--- config.mk ---
export PLATFORM = sky130hd
export DESIGN_NAME = mult_div_unit
export DESIGN_NICKNAME = d
export VERILOG_FILES = /design/src/rtl/mult_div_unit.sv
export SDC_FILE = /design/constraint.sdc
export NUM_CORES = 1
export LEC_CHECK = 0
export BUFFER_PORTS_ARGS = -buffer_cell sky130_fd_sc_hd__clkbuf_2
export CORE_MARGIN = 8
export CORE_UTILIZATION = 35
export CTS_CLUSTER_DIAMETER = 60
export DETAILED_ROUTE_END_ITERATION = 16
export PLACE_DENSITY_LB_ADDON = 0.3
export SKIP_CTS_REPAIR_TIMING = 1
export SYNTH_ARGS = -nofsm -noshare
export SYNTH_HDL_FRONTEND = slang
export SYNTH_SLANG_ARGS = --single-unit
--- constraint.sdc ---
create_clock -name clk -period 4.7 [get_ports clk]
set_input_delay 0.94 -clock clk [delete_from_list [all_inputs] [get_ports clk]]
set_output_delay 0.94 -clock clk [all_outputs]
set_load 0.1 [all_outputs]
--- src/rtl/mult_div_unit.sv ---
// Iterative signed multiply/divide unit for the multicycle datapath.
// Works on operand magnitudes (shift-add multiply, restoring divide) and
// applies the signs in a final FIX cycle before writing Hi/Lo.
module mult_div_unit #(
  parameter int WIDTH = 32
) (
  input  logic             clk,
  input  logic             reset,        // synchronous, active-low
  input  logic             MultControl,
  input  logic             DivControl,
  input  logic [WIDTH-1:0] A,
  input  logic [WIDTH-1:0] B,
  output logic [WIDTH-1:0] Hi,
  output logic [WIDTH-1:0] Lo,
  output logic             Busy,
  output logic             Done,
  output logic             DivZero
);

  localparam int CW = $clog2(WIDTH);

  typedef enum logic [2:0] {
    S_IDLE,
    S_MULT,
    S_DIV,
    S_FIX,
    S_DONE
  } state_t;

  state_t r_state;
  state_t w_state_next;

  logic [CW-1:0]    r_count;
  logic [WIDTH-1:0] r_mag_a;     // |A|: multiplicand
  logic [WIDTH-1:0] r_mag_b;     // |B|: divisor
  logic [WIDTH-1:0] r_acc_hi;    // mult: running high half; div: partial remainder
  logic [WIDTH-1:0] r_acc_lo;    // mult: multiplier/low half; div: dividend -> quotient
  logic             r_neg_a;
  logic             r_neg_b;
  logic             r_is_div;
  logic [WIDTH-1:0] r_hi;
  logic [WIDTH-1:0] r_lo;
  logic             r_busy;
  logic             r_done;
  logic             r_divzero;

  // Multiply wins when both requests arrive together.
  logic w_start_mult;
  logic w_start_div;
  logic w_b_zero;
  logic w_last;

  assign w_start_mult = MultControl;
  assign w_start_div  = DivControl && !MultControl;
  assign w_b_zero     = (B == '0);
  assign w_last       = (r_count == CW'(WIDTH - 1));

  // Magnitudes fit WIDTH unsigned bits, so the most negative value is exact.
  logic [WIDTH-1:0] w_abs_a;
  logic [WIDTH-1:0] w_abs_b;

  assign w_abs_a = A[WIDTH-1] ? ('0 - A) : A;
  assign w_abs_b = B[WIDTH-1] ? ('0 - B) : B;

  // Shift-add step: add multiplicand when the current multiplier bit is set,
  // then shift the {carry, hi, lo} triple right by one.
  logic [WIDTH:0] w_madd;

  assign w_madd = {1'b0, r_acc_hi} + (r_acc_lo[0] ? {1'b0, r_mag_a} : '0);

  // Restoring-divide step: shift next dividend bit into the remainder and
  // subtract the divisor; a borrow means the quotient bit is 0.
  logic [WIDTH:0]   w_dshift;
  logic [WIDTH+1:0] w_dsub;
  logic             w_dfit;

  assign w_dshift = {r_acc_hi, r_acc_lo[WIDTH-1]};
  assign w_dsub   = {1'b0, w_dshift} - {2'b00, r_mag_b};
  assign w_dfit   = !w_dsub[WIDTH+1];

  // Sign fix-up of the final magnitudes.
  logic [2*WIDTH-1:0] w_prod;
  logic [2*WIDTH-1:0] w_prod_signed;
  logic [WIDTH-1:0]   w_quo_signed;
  logic [WIDTH-1:0]   w_rem_signed;

  assign w_prod        = {r_acc_hi, r_acc_lo};
  assign w_prod_signed = (r_neg_a ^ r_neg_b) ? ('0 - w_prod) : w_prod;
  assign w_quo_signed  = (r_neg_a ^ r_neg_b) ? ('0 - r_acc_lo) : r_acc_lo;
  assign w_rem_signed  = r_neg_a ? ('0 - r_acc_hi) : r_acc_hi;

  // State register.
  always_ff @(posedge clk) begin
    if (!reset) begin
      r_state <= S_IDLE;
    end else begin
      r_state <= w_state_next;
    end
  end

  // Next-state logic.
  always_comb begin
    w_state_next = r_state;
    case (r_state)
      S_IDLE: begin
        if (w_start_mult) begin
          w_state_next = S_MULT;
        end else if (w_start_div && !w_b_zero) begin
          w_state_next = S_DIV;
        end else if (w_start_div) begin
          w_state_next = S_DONE;
        end
      end
      S_MULT:  if (w_last) w_state_next = S_FIX;
      S_DIV:   if (w_last) w_state_next = S_FIX;
      S_FIX:   w_state_next = S_DONE;
      S_DONE:  w_state_next = S_IDLE;
      default: w_state_next = S_IDLE;
    endcase
  end

  // Datapath: operand latch, iteration and result write-back.
  always_ff @(posedge clk) begin
    if (!reset) begin
      r_count  <= '0;
      r_mag_a  <= '0;
      r_mag_b  <= '0;
      r_acc_hi <= '0;
      r_acc_lo <= '0;
      r_neg_a  <= 1'b0;
      r_neg_b  <= 1'b0;
      r_is_div <= 1'b0;
      r_hi     <= '0;
      r_lo     <= '0;
    end else begin
      case (r_state)
        S_IDLE: begin
          if (w_start_mult || (w_start_div && !w_b_zero)) begin
            r_count  <= '0;
            r_mag_a  <= w_abs_a;
            r_mag_b  <= w_abs_b;
            r_acc_hi <= '0;
            r_acc_lo <= w_start_mult ? w_abs_b : w_abs_a;
            r_neg_a  <= A[WIDTH-1];
            r_neg_b  <= B[WIDTH-1];
            r_is_div <= !w_start_mult;
          end
        end
        S_MULT: begin
          r_count  <= r_count + CW'(1);
          r_acc_hi <= w_madd[WIDTH:1];
          r_acc_lo <= {w_madd[0], r_acc_lo[WIDTH-1:1]};
        end
        S_DIV: begin
          r_count  <= r_count + CW'(1);
          r_acc_hi <= w_dfit ? w_dsub[WIDTH-1:0] : w_dshift[WIDTH-1:0];
          r_acc_lo <= {r_acc_lo[WIDTH-2:0], w_dfit};
        end
        S_FIX: begin
          if (r_is_div) begin
            r_hi <= w_rem_signed;
            r_lo <= w_quo_signed;
          end else begin
            r_hi <= w_prod_signed[2*WIDTH-1:WIDTH];
            r_lo <= w_prod_signed[WIDTH-1:0];
          end
        end
        default: ;
      endcase
    end
  end

  // Registered status flags derived from the state being entered.
  always_ff @(posedge clk) begin
    if (!reset) begin
      r_busy    <= 1'b0;
      r_done    <= 1'b0;
      r_divzero <= 1'b0;
    end else begin
      r_busy    <= (w_state_next == S_MULT) || (w_state_next == S_DIV) ||
                   (w_state_next == S_FIX);
      r_done    <= (w_state_next == S_DONE);
      r_divzero <= (r_state == S_IDLE) && w_start_div && w_b_zero;
    end
  end

  assign Hi      = r_hi;
  assign Lo      = r_lo;
  assign Busy    = r_busy;
  assign Done    = r_done;
  assign DivZero = r_divzero;

endmodule

==> out/metrics.cfg <==
[run_status]
outcome=completed

[power_and_ir_drop]
power.total_mw=6.57
powerDensity_mw_per_mm2=386
ir_worst_vdd_mv=0.215
power_leakage_nw=6.91

[floorplanning]
initial_utilization=0.355
die_y_um=222
fp-row-count=75
io_pins=135
die-area_mm2=0.0495
coreArea_mm2=0.0420
fp.dieW_um=222

[hold_path]
hp-class=register to register

[cells_and_area]
syn_to_final_growth_pct=14.0
final_net_count=2171
fin_area_mm2=0.0170
drive_above_1_share=0.122
utilization=0.405
antenna_cells=0
n_fill_cell=4386
stdcell_count=2590

[sta]
clock_skew_ns=0.0174
setup_viol=0
setup_tns_ns=0
rsz0062_at_grt=false
post-route-period-util=0.860
fmax_mhz=247
slew-limit-headroom=0.105
layout_setup_ws_ns=0.658
tightest_slew_ns=1.34
drv_slew=0
finalCriticalPeriod_ns=4.04
whs_ns=0.449
hold_violations=0

[yosys]
ys_seq_area_frac=0.276
ys_types=74
synth_ff_type=dfxtp_1
netlist_area_mm2=0.0149
synthCells=1974
synth_enable_flop_cells=0
synth_warnings=0
synth_nets=2114
syn_area_per_cell_um2=7.56
synth-async-reset-ratio=0
ys_seq_elements=206

[place]
place_ws_ns=0.140
place_area_mm2=0.0161
hpwlAfterDp_mm=40.7
dp_cells=2541
place_congestion=0.965
numPortBuffers=134

[worst_setup_path]
crit_fanout=6
endpoint_kind=register
critPathLaunchType=input pin
cpMaxStageDelayCell=o21ai_0
crit_path_cell_trace=clkbuf_2 > or4_4 > or4_1 > nor2_1 > nand4_1 > or4_4 > nand2_1 > a221oi_4 > o21ai_0 > or4_1 > o311ai_0
arrival_ns=4.45
r2r_setup_slack_ns=0.68
path_class=input pin to register
crit_path_max_incr_delay_ns=0.68
required_ns=5.11

[route]
drtIter0Drc=1384
drt_wl_total_mm=53.9
drt_pass1_iterations=7
vias_per_cell=5.82
routedWlPerCell_um=20.8
drc=0
vias=15100
detail-route-antenna-nets=0

[cts]
cts_root_buf=clkbuf_16
cts_tree=built
cts_htree_levels=1
cts.sinks=206
cts_buffer_depth=3
clkLatencyLatePin_ns=0.56
path_clk_slew_ns=0.06
numCtsBuffers=27

[grt]
grt_max_degree=100
grt_usage=0.207
grt-ovfl-total=0
grt_first_pass_wirelength_mm=82.6
antenna_found_initial=1
grt_pass1_vias=14200

[flow_run]
drv_cap=0

-- cell families (layout without fill, tap and decap cells) --
kind of cell / count (synthesis) / after routing / share of synthesized area
xor+xnor: 170 / 170 / 0.0998
fa+ha+maj: 72 / 72 / 0.0614
flops: 206 / 206 / 0.276
simple gates: 644 / 644 / 0.204
mux: 31 / 31 / 0.0212
compound gates: 653 / 653 / 0.285
buf+inv: 198 / 275 / 0.0521
-- worst paths after layout --
path | startpoint | endpoint | cells past startpoint
worst max-delay path | B[11] | r_acc_hi[24] | 11
worst min-delay path | Hi[24] | Hi[24] | 2
worst max register to register | r_acc_hi[22] | r_acc_hi[26] | 10
worst min register to register | Hi[24] | Hi[24] | 2
-- worst max-delay path: cells and delay by family --
kind                   cells  cell delay (ns)
AND/OR/NAND/NOR            7             2.51
buffers and inverters      1             0.11
AO/OA/AOI/OAI              3             0.89
-- cells in the final DEF (no fill, tap or decap), types with 7 or more instances in the layout --
master	instances
a211oi_1	106
a21o_1	27
a21oi_1	177
a221oi_1	38
a311oi_1	8
a31oi_1	19
and2_1	38
and3_1	11
buf_4	34
clkbuf_16	27
clkbuf_2	134
dfxtp_1	206
ha_1	70
inv_1	53
mux2i_1	26
nand2_1	136
nand2b_1	17
nand3_1	31
nand4_1	17
nor2_1	244
nor2b_1	9
nor3_1	61
nor4_1	15
o211a_1	14
o211ai_1	11
o21a_1	7
o21ai_0	142
o21bai_1	10
o31ai_1	25
o41ai_1	15
or3_1	21
or4_1	12
xnor2_1	86
xor2_1	84
-- cell usage after synthesis (all sizes together) (5+ instances only) --
library cell  instances  area (µm²)
o21bai               10        75.1
nand4                17         106
or4                  18         155
a22oi                 6        45.0
buf                  20         104
a211oi              106         796
o21a                  7        52.6
o21ai               145         726
ha                   70         876
a21o                 27         203
o211a                14         140
a221oi               41         372
mux2i                26         260
o31ai                26         200
dfxtp               206        4120
nor3                 62         310
xnor2                86         753
nor4                 17         113
and2                 38         238
o31a                  6        52.6
clkbuf              124         470
and3                 11        68.8
o211ai               11        82.6
a311oi                8        70.1
a21oi               178         895
a31oi                19         119
o221ai                5        43.8
nor2                245         920
nor2b                 9        56.3
inv                  54         203
xor2                 84         736
o41ai                15         131
or2                   6        37.5
or3                  22         143
nand3                31         155
nand2               136         510
mux2                  5        56.3
nand2b               17         106
-- layout make-up --
class	instances	area, µm²	area share
Inverter	54	205	0.0121
Multi-Input combinational cell	1570	10100	0.592
Tap cell	539	674	0.0396
Clock inverter	16	203	0.0119
Timing Repair Buffer	172	1010	0.0591
Sequential cell	206	4120	0.242
Clock buffer	33	728	0.0428
-- metal layers --
metal  vias up  part of all wire  routed length (µm)  track usage
met5         -                 0                   0            0
met4         0             0.029                1590       0.0612
met1      7072              0.43               23400        0.273
met2       558              0.46               24700        0.340
li1       7337                 -                   -            -
met3        98             0.078                4220       0.0378
-- sequential cells by signal, summed over array words and instances (netlist names) --
register / cells
r_is_div: 1
r_state: 3
Busy: 1
r_count: 5
Hi: 32
r_acc_lo: 32
DivZero: 1
r_mag_b: 32
Lo: 32
r_neg_b: 1
r_acc_hi: 32
r_neg_a: 1
Done: 1
r_mag_a: 32
-- report_power, final --
part	total, mW	internal [mW]	switching, mW
logic	2.28	0.854	1.42
registers	2.12	1.90	0.226
clock network	2.17	1.29	0.878
total	6.57	4.04	2.53
No activity file was read; power rests on OpenSTA's default activity.
